[config.mk]
export PLATFORM = sky130hd
export DESIGN_NAME = pwm_duty_ramp_ctrl_flat
export DESIGN_NICKNAME = d
export VERILOG_FILES = /design/src/rtl/pwm_duty_ramp_ctrl_if.sv /design/src/rtl/pwm_duty_ramp_ctrl.sv /design/src/flat_wrapper.sv
export SDC_FILE = /design/constraint.sdc
export NUM_CORES = 1
export LEC_CHECK = 0
export BUFFER_PORTS_ARGS = -buffer_cell sky130_fd_sc_hd__clkbuf_2
export CORE_MARGIN = 2
export CORE_UTILIZATION = 45
export DETAILED_ROUTE_END_ITERATION = 8
export SYNTH_ARGS = -nofsm -noshare
export SYNTH_HDL_FRONTEND = slang
export SYNTH_SLANG_ARGS = --single-unit
[constraint.sdc]
create_clock -name Clk -period 19.4 [get_ports Clk]
set_clock_uncertainty 0.1 [all_clocks]
set_input_delay 0.97 -clock Clk [delete_from_list [all_inputs] [get_ports Clk]]
set_output_delay 0.97 -clock Clk [all_outputs]
set_load 0.02 [all_outputs]
[src/rtl/pwm_duty_ramp_ctrl_if.sv]
// Bus between software/sequencer control and the duty ramp controller.
// The master drives commands and PWM period ticks; the slave returns duty and status.
interface pwm_duty_ramp_ctrl_if #(
  parameter int DUTY_W = 32
);
  logic              Start;
  logic              Abort;
  logic [DUTY_W-1:0] TargetDuty;
  logic [DUTY_W-1:0] Step;
  logic              PeriodEnd;
  logic              IrqClear;
  logic [DUTY_W-1:0] DutyCycle;
  logic              Busy;
  logic              Done;
  logic              Irq;

  modport master (
    output Start, Abort, TargetDuty, Step, PeriodEnd, IrqClear,
    input  DutyCycle, Busy, Done, Irq
  );

  modport slave (
    input  Start, Abort, TargetDuty, Step, PeriodEnd, IrqClear,
    output DutyCycle, Busy, Done, Irq
  );
endinterface

[src/rtl/pwm_duty_ramp_ctrl.sv]
// Ramps the PWM DutyCycle toward a clamped target by one step per PWM period,
// raising a one-cycle Done and a sticky Irq when the target is reached.
module pwm_duty_ramp_ctrl #(
  parameter int DUTY_W    = 32,
  parameter int MAX_DUTY  = 1000000,
  parameter int INIT_DUTY = 0
) (
  input logic               Clk,
  input logic               Reset,
  pwm_duty_ramp_ctrl_if.slave bus
);

  localparam logic [DUTY_W-1:0] MAX_V  = DUTY_W'(MAX_DUTY);
  localparam logic [DUTY_W-1:0] INIT_V = DUTY_W'(INIT_DUTY);

  typedef enum logic [1:0] {IDLE, RAMP, DONE} state_t;

  state_t            state, state_nx;
  logic [DUTY_W-1:0] duty, tgt, stp;
  logic              irq;
  logic [DUTY_W-1:0] start_tgt, step_val;
  logic              start_done, take_step;

  function automatic logic [DUTY_W-1:0] clamp_duty(input logic [DUTY_W-1:0] t);
    return (t > MAX_V) ? MAX_V : t;
  endfunction

  // Distance-based comparison: never forms cur+stp when it could overflow or overshoot.
  function automatic logic [DUTY_W-1:0] step_toward(input logic [DUTY_W-1:0] cur,
                                                    input logic [DUTY_W-1:0] dst,
                                                    input logic [DUTY_W-1:0] inc);
    if (cur < dst)
      return ((dst - cur) <= inc) ? dst : cur + inc;
    else if (cur > dst)
      return ((cur - dst) <= inc) ? dst : cur - inc;
    else
      return cur;
  endfunction

  assign start_tgt  = clamp_duty(bus.TargetDuty);
  assign start_done = (bus.Step == '0) || (start_tgt == duty);
  assign step_val   = step_toward(duty, tgt, stp);
  assign take_step  = (state == RAMP) && !bus.Start && !bus.Abort && bus.PeriodEnd;

  always_ff @(posedge Clk) begin
    if (Reset) state <= IDLE;
    else       state <= state_nx;
  end

  // Start is honoured in every state and beats both Abort and PeriodEnd.
  always_comb begin
    state_nx = state;
    case (state)
      IDLE:    state_nx = IDLE;
      DONE:    state_nx = IDLE;
      RAMP: begin
        if (bus.Abort)        state_nx = IDLE;
        else if (take_step && step_val == tgt) state_nx = DONE;
      end
      default: state_nx = IDLE;
    endcase
    if (bus.Start) state_nx = start_done ? DONE : RAMP;
  end

  always_comb begin
    bus.DutyCycle = duty;
    bus.Busy      = (state == RAMP);
    bus.Done      = (state == DONE);
    bus.Irq       = irq;
  end

  always_ff @(posedge Clk) begin
    if (Reset) begin
      duty <= INIT_V;
      tgt  <= INIT_V;
      stp  <= '0;
    end else if (bus.Start) begin
      tgt <= start_tgt;
      stp <= bus.Step;
      if (start_done) duty <= start_tgt;
    end else if (take_step) begin
      duty <= step_val;
    end
  end

  // Irq is set on entry to DONE and held through it, so a clear during Done loses.
  always_ff @(posedge Clk) begin
    if (Reset)                                irq <= 1'b0;
    else if (state_nx == DONE || state == DONE) irq <= 1'b1;
    else if (bus.IrqClear)                    irq <= 1'b0;
  end

endmodule

[src/flat_wrapper.sv]
// flat-port wrapper written by rule: the top's interface ports become plain ports
module pwm_duty_ramp_ctrl_flat 
#(
  parameter int DUTY_W    = 32,
  parameter int MAX_DUTY  = 1000000,
  parameter int INIT_DUTY = 0
)
  (Clk, Reset, bus_Start, bus_Abort, bus_TargetDuty, bus_Step, bus_PeriodEnd, bus_IrqClear, bus_DutyCycle, bus_Busy, bus_Done, bus_Irq);
  pwm_duty_ramp_ctrl_if #(.DUTY_W(DUTY_W)) bus_i ();
  input logic Clk;
  input logic Reset;
  input wire logic [$bits(bus_i.Start)-1:0] bus_Start;
  input wire logic [$bits(bus_i.Abort)-1:0] bus_Abort;
  input wire logic [$bits(bus_i.TargetDuty)-1:0] bus_TargetDuty;
  input wire logic [$bits(bus_i.Step)-1:0] bus_Step;
  input wire logic [$bits(bus_i.PeriodEnd)-1:0] bus_PeriodEnd;
  input wire logic [$bits(bus_i.IrqClear)-1:0] bus_IrqClear;
  output wire logic [$bits(bus_i.DutyCycle)-1:0] bus_DutyCycle;
  output wire logic [$bits(bus_i.Busy)-1:0] bus_Busy;
  output wire logic [$bits(bus_i.Done)-1:0] bus_Done;
  output wire logic [$bits(bus_i.Irq)-1:0] bus_Irq;
  assign bus_i.Start = bus_Start;
  assign bus_i.Abort = bus_Abort;
  assign bus_i.TargetDuty = bus_TargetDuty;
  assign bus_i.Step = bus_Step;
  assign bus_i.PeriodEnd = bus_PeriodEnd;
  assign bus_i.IrqClear = bus_IrqClear;
  assign bus_DutyCycle = bus_i.DutyCycle;
  assign bus_Busy = bus_i.Busy;
  assign bus_Done = bus_i.Done;
  assign bus_Irq = bus_i.Irq;
  pwm_duty_ramp_ctrl #(.DUTY_W(DUTY_W), .MAX_DUTY(MAX_DUTY), .INIT_DUTY(INIT_DUTY)) u_core (.Clk(Clk), .Reset(Reset), .bus(bus_i));
endmodule
==> results of run 1 <==
[worst max-delay path, delay by kind of cell (launching register included)]
kind	cells	cell delay (ps)
AO/OA/AOI/OAI	15	4000
XOR/XNOR	1	160
adder cells (fa/ha/maj)	2	730
buffers and inverters	2	590
flip-flops	1	770
AND/OR/NAND/NOR	7	2130
[metrics by stage]
step           cell area, um^2  util [%]  cells  hold WS, ps  setup WS, ps
2_1_floorplan            15750         -   2248        374.9         13010
3_3_place_gp             16520     47.82   2705        405.2         11110
3_5_place_dp             16520     47.82   2705        418.8         11000
4_1_cts                  16820     48.70   2721        441.8         10980
5_1_grt                  16820     48.70   2721        462.6         10190
6_report                 16820     48.70   2721        440.8         10750
[sequential cells by signal, indices dropped and copies added, names as in the netlist]
register / flops
u_core.tgt: 32
u_core.stp: 32
u_core.bus.Irq: 1
u_core.bus.DutyCycle: 32
u_core.state: 2
[power breakdown]
group / internal [mW] / switching (mW)
Combinational: 0.203 / 0.378
Sequential: 0.210 / 0.0144
Clock: 0.0920 / 0.109
[cell usage in the layout, fill, tap and decap left out, types with 27 or more instances in the layout]
master and instances:
nand4_1 48, dfxtp_1 99, clkbuf_2 102, mux2i_1 46
nor3_1 62, a21oi_1 267, inv_1 153, nand2_1 162
nand3_1 46, nand2b_1 31, nor4_1 44, nor2_1 206
o21ai_0 121, nor2b_1 27, a211oi_1 56, o211ai_1 27
xor2_1 35, xnor2_1 99, a21o_1 56, ha_1 188
[per-layer routing]
metal	GRT usage [%]	up-vias
met5	0	-
met4	12.90	2
met3	10.57	169
met2	57.34	1134
met1	58.24	8653
li1	-	8285
[final timing paths]
path | start | endpoint | slack (ps) | cells past startpoint
worst max-delay path | u_core.bus.DutyCycle[1] | u_core.state[0] | 10750 | 27
worst min-delay path | u_core.stp[25] | u_core.stp[25] | 440 | 2
worst max register to register | u_core.bus.DutyCycle[1] | u_core.state[0] | 10750 | 27
worst min register to register | u_core.stp[25] | u_core.stp[25] | 440 | 2
[cell families (layout without fill, tap and decap cells)]
family / count (synthesis) / after routing / synth area share [%]
compound gates: 783 / 783 / 32.33
simple gates: 710 / 710 / 22.02
buf+inv: 283 / 301 / 7.117
fa+ha+maj: 192 / 192 / 15.44
xor+xnor: 135 / 135 / 7.593
flops: 99 / 99 / 12.58
mux: 46 / 46 / 2.923
[layout make-up]
type,count,share of cell area [%]
repair buffers,128,4.195
inverters,157,3.503
clock buffers,9,1.339
flip-flops and latches,99,11.78
multi-input cells,1866,75.34
clock inverters,7,0.4611
well taps,455,3.384
==> impl.org, run 1 <==
** Clock tree
- In this run, post-CTS repair resized a total of 0 instances.
- Clock tree synthesis inserted a total of 9 buffers.
- Worst-Skew Late Latency :: 410 ps
- CTS tree :: built
- The root buffer cell chosen for the clock tree is clkbuf_16.
- Clock tree sinks :: 99
- The number of setup buffers added after CTS is 0.
- No sink is reached through more buffers than the 2 on the longest clock path.
- Clock slew at reported path FFs :: 100 ps
- Post-CTS Hold Fix Bufs :: 0
- H-tree level count :: 3

** STA
- The routed design could run at a clock period as short as 8645 ps.
- The total count of max-transition violations in the final report is 0.
- Final count of hold timing violations :: 0
- Worst slew margin relative to its limit :: 18.44%
- Timing would allow up to 115.7 MHz.
- For the pin with the worst max-slew slack, the measured transition is 1221 ps.
- Total Neg Setup Slack :: 0 ps
- Final setup violation count :: 0
- RSZ-0062 raised after global routing :: false
- Of the available clock period, the critical path in the final layout requires 44.56%.

** Detailed routing
- Count of TritonRoute iterations in the first routing pass :: 8
- For this block, wires on met1 add up to 33710 um.
- Uppermost layer routed :: met5
- Vias per cell :: 6.705
- Met2 wire len :: 29830 um
- Summed over all nets, wire length on met3 after detailed routing comes to 8654 um.
- After detailed routing, the total wire length is 74960 um.
- Avg WL per Cell :: 27.55 um
- In this run the remaining antenna-violating nets after routing total 0.
- First-iteration detailed-routing DRC count :: 2473
- Vias after detailed routing :: 18.24k
- # DRC :: 0

** Final layout
- Final net count :: 2523
- Antenna diode count :: 0
- Area grow syn2layout :: 6.791%
- The filler cells instantiated in the layout total 3651.
- Layout cell share with drive strength beyond 1 :: 7.944%
- Multi-input gate area in the final layout :: 0.01267 mm^2
- Area occupied by registers :: 0.001982 mm^2

** Synthesis
- Among all flip-flop cells after synthesis, the most frequent one is dfxtp_1.
- The synthesized design spends more area on one cell type than any other, namely ha_1.
- A synthesized cell averages 7.007 um^2.
- Number of enable flip-flop cells after synthesis :: 0
- Yosys mapped the design onto 95 distinct sky130hd cell types.
- Most common cell in the netlist :: a21oi_1
- Most common library cells after synthesis :: a21oi_1, nor2_1, ha_1
- Fraction of post-synthesis cell area in the top cell type by area :: 14.93%
- Leading cell types by total area after synthesis :: ha_1, dfxtp_1, a21oi_1
- Yosys warning total :: 0
- Register bit total from synthesis :: 99
- The share of the Yosys chip area taken by registers is 12.58%.
- When the netlist entered floorplanning its net count stood at 2510.
- Post-synth design cell area :: 0.01575 mm^2
- Counting every instance in the synthesized netlist gives 2248.
- Share of synthesized flip-flops with an asynchronous set or reset :: 0%

** GRT
- Largest net degree at the start of global routing :: 60
- The initial antenna violation count came to 1.
- Overflow after GRT :: 0
- The number of global-route vias before repair came to 16.62k.
- GRT Overall Usage :: 40.26%
- Wire length of the first global-routing pass :: 108200 um

** Placed design
- Port buffering added 104 buffers.
- At the end of routability-driven placement, the weighted congestion stood at 1.023.
- Detailed placement ended at an HPWL of 61150 um.

** Flow run
- Max-cap violations in this run came to 0.

** Floorplanning
- The die covers 0.03652 mm^2.
- Horizontal extent of the die :: 191.1 um
- The core region is 0.03454 mm^2.
- Placement row count :: 68
- 105 I/O pins were placed.
- Measured along the y axis, the die boundary spans 191.1 um.
- Initial standard-cell utilization of the core :: 45.60%

** Worst setup path
- For this run, the slowest stage of the critical path takes 770 ps.
- CP max FO :: 36
- Crit end category :: register
- Worst path slowest cell :: dfxtp_1
- Required time of the critical path :: 19570 ps
- The worst setup path is launched from a register.
- Arrival @ worst endpoint :: 8820 ps
- The worst setup path is of the register to register kind.

** Pwr
- Cell area power density :: 59.81 mW/mm^2
- Total power for the finished layout comes to 1.006 mW.
- The worst-case IR drop observed on VDD is 0.06487 mV.
- Summed over all cells, the static leakage comes to 7.319 nW.

** Outcome
- Outcome :: completed

** Worst hold path
- The tightest min-delay check is of the register to register type.
(Power assumes the default switching activity.)
==> run 2: changes to the inputs <==
- clock period: 19.4 -> 7.85 ns (I/O delays scaled with it)
==> run 2 against run 1 <==
  * Final cell count up 1.7%
  * Flip-flop and latch count unchanged
  * Global-route usage up 1.4 points
  * Critical path depth up 3
  * Largest cell class unchanged
  * Highest routed layer is now met4
==> impl.org, run 2 (same netlist as run 1, synthesis figures left out) <==
** Worst setup path
- Worst path slowest cell :: dfxtp_1 (unchanged)
- The sort of element at the end of the critical path was a register (unchanged).
- Worst r2r dst :: u_core.state[0] (unchanged)
- Arrival @ worst endpoint :: 7550 ps (was 8820 ps)
- Worst-case reg-to-reg path depth :: 30 (was 27)
- Path type of the worst setup path :: register to register (unchanged)
- The maximum fanout encountered on the critical timing path came to 26 (was 36).
- Required time of the critical path :: 7990 ps (was 19570 ps)
- Delay of the slowest cell on the worst path :: 500 ps (was 770 ps)
- The origin of the critical flop-to-flop path was u_core.tgt[3] (was u_core.bus.DutyCycle[1]).
- The most numerous cell type found on the critical path is a21o_1.
- Kind of launch point of the worst setup path :: register (unchanged)
- The worst reg-to-reg setup slack was 440 ps (was 10750 ps).

** GRT
- Wire length of the first global-routing pass :: 111600 um (was 108200 um)
- The all-layer global routing usage is 41.63% (was 40.26%).
- The largest net degree at the start of global routing was 101 (was 60).
- Overflow after GRT :: 0 (unchanged)
- Number of global-route vias before repair :: 17.01k (was 16.62k)
- The initial antenna violation count was 0 (was 1).

** STA
- The final number of setup-violating endpoints is 0 (unchanged).
- The final critical-path share of the clock period is 94.39% (was 44.56%).
- Final count of hold timing violations :: 0 (unchanged)
- Final max-slew violation count :: 0 (unchanged)
- The post-route worst hold slack is 142.7 ps (was 440.8 ps).
- The headroom to the max-slew limit is 23.48% (was 18.44%).
- Achievable clock frequency :: 135.0 MHz (was 115.7 MHz)
- The final setup slack of the worst path was 440.1 ps (was 10750 ps).
- Total Neg Setup Slack :: 0 ps (unchanged)
- The minimum clock period is 7410 ps (was 8645 ps).
- The slew of the pin with the lowest slew margin is 1148 ps (was 1221 ps).
- RSZ-0062 raised after global routing :: false (unchanged)

** Detailed routing
- Count of TritonRoute iterations in the first routing pass :: 6 (was 8)
- The total vias in the final route is 18.62k (was 18.24k).
- The mean routed wirelength per cell is 27.91 um (was 27.55 um).
- Vias per cell :: 6.730 (was 6.705)
- Post-Route WL :: 77190 um (was 74960 um)
- The post-route antenna net violation count came to 0 (unchanged).
- # DRC :: 0 (unchanged)
- First-iteration detailed-routing DRC count :: 2837 (was 2473)

** Final layout
- The fraction of the core area covered by cells at the end of the flow was 49.88% (was 48.70%).
- The total inserted antenna cells came to 0 (unchanged).
- Most frequent cells in the layout: a21oi_1, nor2_1, ha_1 (unchanged).
- Layout Cells excl Fill :: 2766 (was 2721)
- The area added between synthesis and finish is 9.388% (was 6.791%).
- Leading cell type in the layout, fill and taps excluded :: a21oi_1 (unchanged)
- Finished Cell Area :: 0.01723 mm^2 (was 0.01682 mm^2)
- The ratio of cells with drive above 1 in the final layout came to 10.04% (was 7.944%).
- Final net count :: 2568 (was 2523)

** Placed design
- The placer congestion estimate is 1.085 (was 1.023).
- The instance area after placement was 0.01687 mm^2 (was 0.01652 mm^2).
- Number of placed cells counting well taps :: 2748 (was 2705)
- Total of buffers placed on input and output ports :: 104 (unchanged)
- Worst setup slack before clock tree synthesis :: 209.1 ps (was 11000 ps)
- Half-perimeter wire length after detailed placement :: 62480 um (was 61150 um)

** Worst hold path
- Class of the worst hold path :: input port to register (was register to register)
- Worst Hold Launch :: bus_Step[25] (was u_core.stp[25])
- Hold-critical path endpoint :: u_core.stp[25] (unchanged)
- Number of cells on the worst hold path :: 3 (was 2)

** Pwr
- Overall power after layout :: 2.600 mW (was 1.006 mW)
- The leakage dissipation came to 7.565 nW (was 7.319 nW).
- The worst supply voltage drop on vdd is 0.1369 mV (was 0.06487 mV).
- The power per standard cell area is 150.9 mW/mm^2 (was 59.81 mW/mm^2).

** Clock tree
- Post-CTS Hold Fix Bufs :: 0 (unchanged)
- The H-tree depth came to 3 (unchanged).
- CTS tree :: built (unchanged)
- The later-pin clock latency in the skew report is 410 ps (about the same).
- Buffer type at the clock tree root :: clkbuf_16 (unchanged)
- The number of buffers between clock root and the deepest sink is 2 (unchanged).
- The number of buffers added by the clock tree synthesis step was 9 (unchanged).
- Clock tree sinks :: 99 (unchanged)
- The clock transition at the registers of the reported paths came to 100 ps (about the same).

** Floorplanning
- Horizontal extent of the die :: 191.1 um (unchanged)
- Placeable core area :: 0.03454 mm^2 (unchanged)
- Initial standard-cell utilization of the core :: 45.60% (unchanged)
- The overall die area is 0.03652 mm^2 (unchanged).
- The height of the die was 191.1 um (unchanged).
- The number of standard-cell rows in the floorplan came to 68 (unchanged).
- The number of top-level design ports came to 105 (unchanged).

** Flow run
- The total of max-cap violations was 0 (unchanged).

** Outcome
- Outcome :: completed (unchanged)
[run 2: changes by cell type in the layout (fill, tap and decap cells not counted), sizes merged]
cell	change
buf	+45
clkinv	-1
inv	+1
[run 2: worst max-delay path by stage]
stage,startpoint,endpoint
after floorplan,u_core.bus.DutyCycle[1],u_core.bus.DutyCycle[14]
after global placement,u_core.tgt[3],u_core.state[0]
after detailed placement,u_core.bus.DutyCycle[3],u_core.state[0]
after CTS,u_core.bus.DutyCycle[3],u_core.state[0]
after global routing,u_core.bus.DutyCycle[2],u_core.state[0]
final,u_core.tgt[3],u_core.state[0]
[run 2: power by group]
| part | switching, mW | leakage [nW] | internal, mW | total, mW |
|---|---|---|---|---|
| Combinational | 1.00 | 6.61 | 0.544 | 1.55 |
| Sequential | 0.0240 | 0.807 | 0.518 | 0.542 |
| Clock | 0.280 | 0.150 | 0.229 | 0.509 |
[run 2: critical path: cells and delay by family, from the launching register on]
family	cells	cell delay (ps)
compound gates	15	3010
simple gates	8	1900
buf+inv	4	870
fa+ha+maj	2	720
flops	1	500
xor+xnor	1	110
[run 2: final cells by class]
class / count / area (um^2)
clock buffers: 9 / 225.2
clock inverters: 7 / 75.07
fillers: 3676 / 17310
inverters: 157 / 589.3
multi-input cells: 1866 / 12720
flip-flops and latches: 99 / 1982
well taps: 455 / 569.3
repair buffers: 173 / 1069
[run 2: timing repair]
item | 4_1_cts | 5_1_grt
buffers inserted | 0 | 2
gates resized for setup | 0 | 13
setup endpoints to repair | 0 | 3
[run 2: metal layers]
| layer | global-route usage, % | vias to the layer above | wire, um | part of all wire, % |
|---|---|---|---|---|
| met5 | 0 | - | 0 | 0 |
| met4 | 15.50 | 0 | 3416 | 4.4 |
| met3 | 12.65 | 184 | 10370 | 13 |
| met2 | 57.78 | 1210 | 30010 | 39 |
| met1 | 59.58 | 8845 | 33400 | 43 |
| li1 | - | 8377 | - | - |
